$ cat config.mk
export PLATFORM = sky130hd
export DESIGN_NAME = router_pkt_tx
export DESIGN_NICKNAME = d
export VERILOG_FILES = /design/src/rtl/router_pkt_tx.sv
export SDC_FILE = /design/constraint.sdc
export NUM_CORES = 1
export LEC_CHECK = 0
export CORE_MARGIN = 3
export CORE_UTILIZATION = 43
export CTS_CLUSTER_SIZE = 8
export DETAILED_ROUTE_END_ITERATION = 8
export SLEW_MARGIN = 40
export SYNTH_ARGS = -nofsm -noshare
export SYNTH_HDL_FRONTEND = slang
export SYNTH_SLANG_ARGS = --single-unit
$ cat constraint.sdc
create_clock -name clock -period 5.6 [get_ports clock]
set_input_delay 0.84 -clock clock [delete_from_list [all_inputs] [get_ports clock]]
set_output_delay 0.84 -clock clock [all_outputs]
set_load 0.01 [all_outputs]
$ cat src/rtl/router_pkt_tx.sv
// Router input-port packet source.
// Takes one (addr, len) command and buffers the whole payload. It then sends the frame
// without bubbles: a header, len payload bytes and a trailing parity byte. Every byte is
// held on tx_data until the router consumes it at a clock edge where busy is low.
`timescale 1ns/1ps
module router_pkt_tx #(
  parameter int unsigned IPG_CYCLES = 2,
  parameter int unsigned CNT_W      = 16
) (
  input  logic             clock,
  input  logic             reset,
  input  logic             cmd_valid,
  output logic             cmd_ready,
  input  logic [1:0]       cmd_addr,
  input  logic [5:0]       cmd_len,
  input  logic             cmd_inj_err,
  input  logic             pay_valid,
  output logic             pay_ready,
  input  logic [7:0]       pay_data,
  input  logic             busy,
  output logic [7:0]       tx_data,
  output logic             pkt_valid,
  output logic             tx_active,
  output logic             drop_pulse,
  output logic [CNT_W-1:0] pkt_count
);

  localparam int unsigned GapW = (IPG_CYCLES > 1) ? $clog2(IPG_CYCLES) : 1;
  localparam logic [GapW-1:0] GapLast = GapW'((IPG_CYCLES == 0) ? 0 : IPG_CYCLES - 1);

  typedef enum logic [2:0] {StIdle, StLoad, StHeader, StPayload, StParity, StGap} state_e;

  state_e           state_q, state_d;
  logic [1:0]       addr_q, addr_d;
  logic [5:0]       len_q, len_d;
  logic             inj_q, inj_d;
  logic [7:0]       acc_q, acc_d;
  logic [5:0]       wr_idx_q, wr_idx_d;
  logic [5:0]       rd_idx_q, rd_idx_d;
  logic [GapW-1:0]  gap_q, gap_d;
  logic             drop_q, drop_d;
  logic [CNT_W-1:0] cnt_q, cnt_d;
  logic [7:0]       mem_q [64];

  logic cmd_fire, pay_fire;

  // Handshakes decode straight from state; cmd_ready is forced low while reset is held.
  assign cmd_ready  = (state_q == StIdle) & ~reset;
  assign pay_ready  = (state_q == StLoad);
  assign tx_active  = (state_q != StIdle);
  assign drop_pulse = drop_q;
  assign pkt_count  = cnt_q;
  assign cmd_fire   = cmd_valid & cmd_ready;
  assign pay_fire   = pay_valid & pay_ready;

  // Next-state logic: command intake, payload load, frame transmit and inter-packet gap.
  always_comb begin
    state_d  = state_q;
    addr_d   = addr_q;
    len_d    = len_q;
    inj_d    = inj_q;
    acc_d    = acc_q;
    wr_idx_d = wr_idx_q;
    rd_idx_d = rd_idx_q;
    gap_d    = gap_q;
    drop_d   = 1'b0;
    cnt_d    = cnt_q;
    unique case (state_q)
      StIdle: begin
        if (cmd_fire) begin
          if (cmd_addr == 2'd3 || cmd_len == 6'd0) begin
            drop_d = 1'b1;
          end else begin
            addr_d   = cmd_addr;
            len_d    = cmd_len;
            inj_d    = cmd_inj_err;
            acc_d    = {cmd_len, cmd_addr};
            wr_idx_d = 6'd0;
            state_d  = StLoad;
          end
        end
      end
      StLoad: begin
        if (pay_fire) begin
          acc_d    = acc_q ^ pay_data;
          wr_idx_d = wr_idx_q + 6'd1;
          if (wr_idx_q == len_q - 6'd1) state_d = StHeader;
        end
      end
      StHeader: begin
        if (!busy) begin
          rd_idx_d = 6'd0;
          state_d  = StPayload;
        end
      end
      StPayload: begin
        if (!busy) begin
          rd_idx_d = rd_idx_q + 6'd1;
          if (rd_idx_q == len_q - 6'd1) state_d = StParity;
        end
      end
      StParity: begin
        if (!busy) begin
          cnt_d   = cnt_q + CNT_W'(1);
          gap_d   = '0;
          state_d = (IPG_CYCLES == 0) ? StIdle : StGap;
        end
      end
      StGap: begin
        if (gap_q == GapLast) state_d = StIdle;
        else                  gap_d   = gap_q + GapW'(1);
      end
      default: state_d = StIdle;
    endcase
  end

  // State and control registers; reset aborts any frame in flight.
  always_ff @(posedge clock or posedge reset) begin
    if (reset) begin
      state_q  <= StIdle;
      addr_q   <= '0;
      len_q    <= '0;
      inj_q    <= 1'b0;
      acc_q    <= '0;
      wr_idx_q <= '0;
      rd_idx_q <= '0;
      gap_q    <= '0;
      drop_q   <= 1'b0;
      cnt_q    <= '0;
    end else begin
      state_q  <= state_d;
      addr_q   <= addr_d;
      len_q    <= len_d;
      inj_q    <= inj_d;
      acc_q    <= acc_d;
      wr_idx_q <= wr_idx_d;
      rd_idx_q <= rd_idx_d;
      gap_q    <= gap_d;
      drop_q   <= drop_d;
      cnt_q    <= cnt_d;
    end
  end

  // Payload buffer write; the contents are don't-care until loaded, so there is no reset.
  always_ff @(posedge clock) begin
    if (pay_fire) mem_q[wr_idx_q] <= pay_data;
  end

  // Bus outputs decode from registered state and read index only, never from busy.
  always_comb begin
    tx_data   = 8'h00;
    pkt_valid = 1'b0;
    unique case (state_q)
      StHeader: begin
        tx_data   = {len_q, addr_q};
        pkt_valid = 1'b1;
      end
      StPayload: begin
        tx_data   = mem_q[rd_idx_q];
        pkt_valid = 1'b1;
      end
      StParity: tx_data = acc_q ^ {8{inj_q}};
      default: ;
    endcase
  end

endmodule

==> results of run 1 <==
==> layout by cell type, fill, tap and decap left out, types with 6 or more instances in the layout <==
cell,n
edfxtp_1,512
mux2i_1,100
mux4_2,85
clkbuf_16,84
nor2_1,71
dfrtp_1,46
nand2_1,44
clkdlybuf4s50_1,42
nor2_2,41
a22oi_1,32
clkbuf_1,32
xnor2_1,20
nand3_1,20
buf_4,20
a21oi_1,19
o21ai_1,17
a22o_1,16
a221oi_1,15
xor2_1,15
o21ai_0,14
o211ai_1,10
nor3_1,9
inv_1,8
a2bb2oi_1,8
buf_2,8
nand2b_1,6
nor2b_1,6
mux2_1,6
o2111ai_1,6
==> sequential cells by signal, indices dropped and copies added (netlist names) <==
name and flops:
rd_idx_q 6, pkt_count 16, gap_q 1, acc_q 8, len_q 6, addr_q 2, mem_q 512, state_q 3
inj_q 1, wr_idx_q 6, drop_pulse 1
==> kinds of logic after synthesis <==
family	count (synthesis)
buffers and inverters	89
AOI/OAI and AO/OA	175
muxes	194
adders and majority gates	5
DFF	562
xor gates and xnor gates	38
and+or+nand+nor	244
==> power by group through the flow <==
stage	combinational, mW	clock (mW)	sequential (mW)
global route	3.52	4.65	5.02
CTS	3.32	4.46	5.00
finish	3.31	4.38	5.00
global placement	3.29	0	5.07
detailed placement	3.30	0	5.07
floorplan	2.49	0	4.85
==> layer usage <==
metal	share of wire (%)	up-vias	track usage (%)
met5	0.023	-	0
met4	2.3	2	6.176
met1	43	6403	28.42
met2	47	480	31.37
li1	-	5371	-
met3	7.1	94	4.212
==> path summary, 6_finish.rpt <==
path	start	to	cells past startpoint
worst max-delay path	rd_idx_q[1]$_DFFE_PP0P_	tx_data[6]	6
min in group asynchronous	reset	drop_pulse$_DFF_PP0_	3
max in group asynchronous	reset	rd_idx_q[1]$_DFFE_PP0P_	3
worst min-delay path	pkt_count[15]$_DFFE_PP0P_	pkt_count[15]$_DFFE_PP0P_	1
worst max register to register	state_q[0]$_DFFE_PP0P_	mem_q[46][7]$_DFFE_PP_	6
worst min register to register	pkt_count[15]$_DFFE_PP0P_	pkt_count[15]$_DFFE_PP0P_	1
==> through the flow <==
step	instances	power (mW)	utilization [%]
finish	2108	12.69	50.08
global route	2108	13.19	50.08
CTS	2108	12.78	49.96
detailed placement	1989	8.376	45.69
global placement	1989	8.363	45.60
floorplan	1307	7.344	-
==> final cells by class <==
cell class / count / area (sq um) / share of cell area (%)
sequential: 562 / 16640 / 62.83
tap: 688 / 860.8 / 3.251
inverter: 11 / 41.29 / 0.1559
clock inverter: 3 / 32.53 / 0.1229
multi-input combinational: 656 / 6033 / 22.79
timing repair buffer: 72 / 650.6 / 2.457
clock buffer: 116 / 2222 / 8.393
==> results.md, run 1 <==
- Synth Area in Compound Gates: 5.571%
- Slew HR: around 41%
- First-pass GRT wire length: 83480 microns
- DR vias: between 10000 and 15000
- Global route overflow: 0
- Clock Tree Root: clkbuf_16
- Post-synthesis net count: 1333
- Cell Area, Placed: 24160 sq um
- Yosys top cell area share: approximately two thirds
- Leakage: approximately 8.6 nW
- Area contributors post-synth: edfxtp_1 (67%), mux4_2 (8.3%), dfrtp_1 (5.4%)
- Worst VDD drop: around 240 uV
- Synth Area per Inst: 17.65 sq um
- TritonCTS Sinks: about 560
- Largest net degree at the start of global routing: between 60 and 70
- Yosys reg bits: approximately 560
- Final nets: approximately 1400
- Worst slack at placement: 1533 ps
- H-tree depth: 3
- Layout fillers: 4248
- Initial Util: 43.63%
- Synth Area in XOR/XNOR: between 1.5 and 2%
- Most common flop cell mapped by yosys: edfxtp_1
- Seq pwr share: 39.4%
- Pint: 8.866 mW
- CORE AREA: 52870 sq um
- Largest family of logic cells by synthesized area: multiplexers
- Post-synthesis simple-gate area fraction: roughly 5%
- Netlist area before placement: around 23000 sq um
- Worst setup margin: 850.8 ps
- Cell variety after synth: ~70
- Fin area: ~26000 sq um
- Die Width: about 240 microns
- TritonCTS Buffers: 80
- Psw: approximately 3.8 mW
- Postcts setup bufs: 0
- Die area: approximately 56000 sq um
- Layout cell share with drive strength beyond 1: between 10% and 20%
- Hold WC Path Type: flop to flop
- Tmin final: between 4000 and 5000 ps
- Final TNS setup: 0 ps
- Antenna fix cells: 0
- Initial antenna violation count: 1
- Cells after Synth: around 1300
- Sw frac: a little under a third
- Detailed Routing Iterations Pass 1: 5
- I/O pins: between 50 and 60
- CTS tree: done
- Yosys warning count: 0
- Final GP Congestion: ~0.86
- Cts-stage hold buffer count: 0
- Outcome: finished clean
- Area grow syn2layout: 14.79%
- Hold_ws: 465.1 ps
- Port Buf Inserts: 50
- Seq/Total Area, Yosys: ~72%
- Clk pwr share: about a third
- Endpoints failing setup: 0
- Most frequent cell after synthesis: edfxtp_1
- Clock buffer depth: 3
- Final period util: between 80% and 90%
- Worst path bufs/invs: 1
- Endpoints failing hold: 0
- Max incr delay on CP: about 700 ps
- Worst setup SP type: flop
- Vias per Instance: a little under 6
- Final Max Slew Viols: 0
- Die Ht: around 240 microns
- Critical Path RT: ~4800 ps
- Worst path cell trace: and2_2 > a22oi_1 > a21oi_1 > a2111oi_0 > a211o_1 > clkdlybuf4s50_1
- R2r setup slk: around 1800 ps
- WP data arrival: slightly below 4000 ps
- Worst setup path category: flop to primary output
- RSZ-0062 raised after global routing: false
- Worst-path fanout max: 36
- EDFF count, synth: 512
- Final wirelength: approximately 56000 microns
- Post-route ant nets: 0
- Clock latency on the worst-skew pair: ~600 ps
- Slew @ Worst Pin: roughly 900 ps
- Clock Skew: 21.15 ps
- 1st-iter DRT viols: 1027
- Vias in the first global route: between 10000 and 15000
- Synth area leader: edfxtp_1
- Residual DRC: 0
- Detail Placement HPWL: around 34000 microns
- Rows: 84
- Crit end category: primary output
- Asr flop ratio synth: approximately 9%
- Post-Synth Adder-Cell Area: less than 1%
- WL/cell: 26.49 microns
- Pwr dens: roughly 480 nW/um^2
- Post-synth top cells: edfxtp_1 (512), nor2_1 (112), mux2i_1 (100)
- Clock transition at path regs: ~60 ps
- Largest delay share family, worst path: compound AO/OA/AOI/OAI gates
- Overall global routing resource usage: between 20% and 30%
- Max Clk Rate: around 210 MHz
- Mux cell area share after synthesis: 13.21%
- Crit-path slowest cell: dfrtp_4
- Max-cap violations: 0
- Post-CTS resize count: 0
- Combinational share of power: about a quarter
(Power assumes the default switching activity.)
==> run 2, diff against run 1 <==
- clock period: 5.6 -> 4.25 ns (I/O delays scaled with it)
==> results.md, run 2 (synthesized netlist as in run 1, its figures left out) <==
- Vias per Instance: 5.839
- Slew HR: a little under half
- Cts-stage hold buffer count: 0
- Clock buffer depth: 3
- Hold WC Path Type: input port to asynchronous set/reset pin
- RSZ-0062 raised after global routing: true
- Detail Placement HPWL: between 30000 and 40000 microns
- Largest Register: mem_q
- Crit-path slowest cell: mux4_2
- TritonCTS Buffers: 80
- CTS tree: done
- Rows: between 80 and 90
- I/O pins: 51
- Residual DRC: 0
- Layout cell share with drive strength beyond 1: between 20% and 30%
- Initial antenna violation count: 1
- Final nets: approximately 1500
- Final Max Slew Viols: 0
- Clock Skew: between 20 and 25 ps
- Clock transition at path regs: approximately 50 ps
- Post-route ant nets: 0
- Die Ht: 237.6 microns
- Worst r2r src: state_q[0]$_DFFE_PP0P_
- Max-cap violations: 0
- RR Endpoint: mem_q[24][3]$_DFFE_PP_
- Global route overflow: 0
- Worst path cell trace: buf_12 > mux4_2 > mux2i_1 > a221o_1 > a21oi_1 > a211o_1 > clkdlybuf4s50_1
- Largest net degree at the start of global routing: 58
- Endpoints failing hold: 0
- Number of flip-flops in the largest register: between 500 and 600
- Clock Tree Root: clkbuf_16
- Most frequent cells in the layout: edfxtp_1 (512), nor2_1 (106), mux2i_1 (100), buf_4 (91), mux4_2 (85)
- WL/cell: ~27 microns
- Pwr dens: between 600 and 700 nW/um^2
- Final GP Congestion: 0.9289
- 1st-iter DRT viols: 1238
- Port Buf Inserts: 50
- CORE AREA: between 50000 and 60000 sq um
- Worst setup SP type: flop
- Most common cell after layout, fill and taps aside: edfxtp_1
- Postcts setup bufs: 0
- WP data arrival: 3520 ps
- Clock latency on the worst-skew pair: 600 ps
- Die Width: around 240 microns
- Overall global routing resource usage: 20.90%
- Crit end category: primary output
- Critical Path RT: roughly 3600 ps
- Final wirelength: approximately 60000 microns
- R2r setup slk: between 900 and 1000 ps
- Endpoints failing setup: 0
- DP Cell Count: around 2100
- Worst-path fanout max: 40
- Outcome: finished clean
- Die area: 56460 sq um
- First-pass GRT wire length: 86660 microns
- Slew @ Worst Pin: ~800 ps
- Worst VDD drop: ~540 uV
- Tmin final: 4154 ps
- Detailed Routing Iterations Pass 1: 5
- Vias in the first global route: approximately 13000
- R2R cell count: 7
- Leakage: roughly 9.0 nW
- Worst setup path category: flop to primary output
- DR vias: between 10000 and 15000
- Max Clk Rate: around 240 MHz
- Final period util: a little over nine tenths
- Initial Util: 43.63%
- H-tree depth: 3
- Layout fillers: 4263
- Max incr delay on CP: ~550 ps
- Area grow syn2layout: 16.88%
- Non-Filler Instances: 2182
- Power, Total: 16.82 mW
- TritonCTS Sinks: ~560
-- run 2: per-layer routing --
metal / GRT usage, % / wire length, microns / vias to the layer above
met5: 0 / 0 / -
met1: 29.95 / 25180 / 6611
met3: 4.026 / 4280 / 95
met4: 7.541 / 1738 / 0
met2: 32.26 / 27060 / 510
li1: - / - / 5525
-- run 2: area by class of cell --
type,instances,area (sq um),area share [%]
clock buffer,114,2193,8.136
clock inverter,5,35.03,0.1300
timing repair buffer,145,1252,4.646
sequential,562,16630,61.71
antenna,1,2.502,0.009282
tap,688,860.8,3.193
inverter,11,41.29,0.1532
multi-input combinational,656,5938,22.03
-- run 2: power by group --
part           internal [mW]  leakage [nW]  switching [mW]
clock                   3.52          1.08            2.19
sequential              6.21          5.22           0.261
combinational           2.03          2.70            2.62
-- run 2: how the worst max path moves through the flow --
| stage | from | slack, ps | to | depth (start not counted) |
|---|---|---|---|---|
| floorplan | rd_idx_q[0]$_DFFE_PP0P_ | 1740 | tx_data[6] | 7 |
| global placement | rd_idx_q[1]$_DFFE_PP0P_ | 640 | tx_data[6] | 9 |
| detailed placement | rd_idx_q[0]$_DFFE_PP0P_ | 630 | tx_data[1] | 7 |
| CTS | rd_idx_q[0]$_DFFE_PP0P_ | 30 | tx_data[5] | 7 |
| global route | rd_idx_q[0]$_DFFE_PP0P_ | -40 | tx_data[3] | 7 |
| finish | rd_idx_q[0]$_DFFE_PP0P_ | 100 | tx_data[3] | 7 |
-- run 2: per-stage QoR --
step                setup slack, ps  TNS, ps  area, sq um  hold WS (ps)  util, %
floorplan                      1735        0        23070         458.5        -
finish                        96.32        0        26960         385.8    50.99
global route                 -39.16   -39.16        26960         415.1    50.99
global placement              635.6        0        24690         469.4    46.70
detailed placement            626.9        0        24690         476.6    46.71
CTS                           25.65        0        26930         365.1    50.95
-- run 2: repair_timing --
item,in CTS,in global routing
endpoints found under the setup margin,1,3
resized for setup,2,2
cloned,0,0
-- run 2: worst max-delay path, delay by kind of cell (launching register included) --
family,cells,cell delay [ps]
flops,1,500
compound gates,3,660
buf+inv,2,810
mux,2,900
==> run 3, diff against run 2 <==
- SLEW_MARGIN: 40 -> not set
==> results.md, run 3 (synthesized netlist as in run 1, its figures left out) <==
- Overall global routing resource usage: roughly a fifth
- Die Width: 237.6 microns
- Worst setup path category: flop to primary output
- RSZ-0062 raised after global routing: false
- Clock buffer depth: 3
- Detail Placement HPWL: approximately 38000 microns
- I/O pins: 51
- H-tree depth: 3
- Rows: 84
- Fin area: roughly 27000 sq um
- Outcome: finished clean
- Initial antenna violation count: 1
- Endpoints failing hold: 0
- Fin util: about half
- First-pass GRT wire length: about 87000 microns
- Vias per Instance: just under 6
- Largest net degree at the start of global routing: 58
- Critical Path RT: about 3600 ps
- Initial Util: between 40% and 50%
- CORE AREA: ~53000 sq um
- Crit end category: primary output
- Clock latency on the worst-skew pair: about 600 ps
- Number of flip-flops in the largest register: ~500
- Port Buf Inserts: 50
- Hold WC Path Type: input port to asynchronous set/reset pin
- Most frequent cells in the layout: edfxtp_1 (512), nor2_1 (112), mux2i_1 (98), buf_4 (89), mux4_2 (85)
- TritonCTS Sinks: 562
- WL/cell: approximately 27 microns
- Most common cell after layout, fill and taps aside: edfxtp_1
- Worst path cell trace: buf_4 > mux4_2 > o22ai_1 > a211oi_1 > a21oi_1 > o221ai_1 > clkdlybuf4s50_1
- Layout fillers: 4287
- Pwr dens: between 600 and 700 nW/um^2
- Residual DRC: 0
- Final wirelength: about 58000 microns
- Worst VDD drop: roughly 550 uV
- Detailed Routing Iterations Pass 1: 5
- WP data arrival: approximately 3500 ps
- Tmin final: ~4100 ps
- Final GP Congestion: roughly 0.93
- Slew HR: between 30% and 40%
- Crit-path slowest cell: buf_4
- Largest delay share family, worst path: buffers and inverters
- Layout cell share with drive strength beyond 1: 20.12%
- TritonCTS Buffers: 80
- Postcts setup bufs: 0
- Die Ht: 237.6 microns
- Final Max Slew Viols: 0
- CTS tree: done
- Post-route ant nets: 0
- Worst-path fanout max: 44
- Max-cap violations: 0
- Max incr delay on CP: about 620 ps
- Final TNS setup: 0 ps
- Slew @ Worst Pin: 982.5 ps
- Die area: 56460 sq um
- Worst path bufs/invs: 2
- 1st-iter DRT viols: between 1000 and 1500
- Cell Area, Placed: between 20000 and 25000 sq um
- Clock transition at path regs: ~50 ps
- DR vias: between 10000 and 15000
- Endpoints failing setup: 0
- Clock Tree Root: clkbuf_16
- Leakage: between 8 and 9 nW
- Worst setup SP type: flop
- Final nets: about 1500
- Largest Register: mem_q
- Area grow syn2layout: 16.77%
- Clock Skew: 26.75 ps
- Max Clk Rate: 241.5 MHz
- Vias in the first global route: roughly 13000
- Final period util: just under 100%
- Global route overflow: 0
run 3: cell types whose count changed in the layout (fill, tap and decap cells not counted), sizes merged:
| cell | previous run | this run |
|---|---|---|
| clkbuf | 114 | 113 |
| clkinv | 2 | 1 |
| clkinvlp | 0 | 1 |
| inv | 14 | 13 |
run 3: metrics by stage:
step	hold WS, ps	worst slack [ps]	std cells	total power [mW]
detailed placement	472.0	623.4	2062	11.18
finish	388.2	108.4	2180	16.83
global route	415.8	1.121	2179	17.49
CTS	366.6	26.84	2179	16.91
global placement	469.4	635.6	2062	11.17
floorplan	458.5	1735	1307	9.677
run 3: power breakdown:
group	internal [mW]	switching, mW
logic	2.04	2.62
registers	6.21	0.266
clock network	3.48	2.21
run 3: final timing paths:
path / from / end / slack [ps] / cells after the start
hold / removal: reset / state_q[2]$_DFFE_PP0P_ / 390 / 2
setup reg to reg: state_q[0]$_DFFE_PP0P_ / mem_q[0][5]$_DFFE_PP_ / 800 / 6
setup / recovery: rd_idx_q[1]$_DFFE_PP0P_ / tx_data[2] / 110 / 7
min in group clock: pkt_count[15]$_DFFE_PP0P_ / pkt_count[15]$_DFFE_PP0P_ / 470 / 1
max in group asynchronous: reset / pkt_count[5]$_DFFE_PP0P_ / 3060 / 3
hold reg to reg: pkt_count[15]$_DFFE_PP0P_ / pkt_count[15]$_DFFE_PP0P_ / 470 / 1
run 3: layout make-up:
class / instances / area [sq um] / share of cell area, %
Sequential cell: 562 / 16630 / 61.76
Antenna cell: 1 / 2.502 / 0.009291
Timing Repair Buffer: 145 / 1255 / 4.659
Tap cell: 688 / 860.8 / 3.196
Clock buffer: 113 / 2168 / 8.050
Multi-Input combinational cell: 656 / 5931 / 22.02
Inverter: 11 / 41.29 / 0.1533
Clock inverter: 4 / 41.29 / 0.1533
run 3: worst register-to-register path: stages, from the launching register on:
cell and delay [ps]:
dfrtp_1 690, nand2_1 380, inv_2 340, nand2_1 170, nor2_1 300, nand2_1 390
nor2_1 810
run 3: what timing repair did:
item                                    CTS  global route
pin swaps                                 0             0
endpoints found under the setup margin    1             4
hold buffers                              0             0
gates resized for setup                   2             6
run 3: per-layer routing:
metal / vias to the layer above / share of wire [%] / track usage (%)
met5: - / 0 / 0
met4: 0 / 2.3 / 6.877
met3: 98 / 7.5 / 4.339
met2: 563 / 47 / 32.59
met1: 6570 / 43 / 29.96
li1: 5515 / - / -
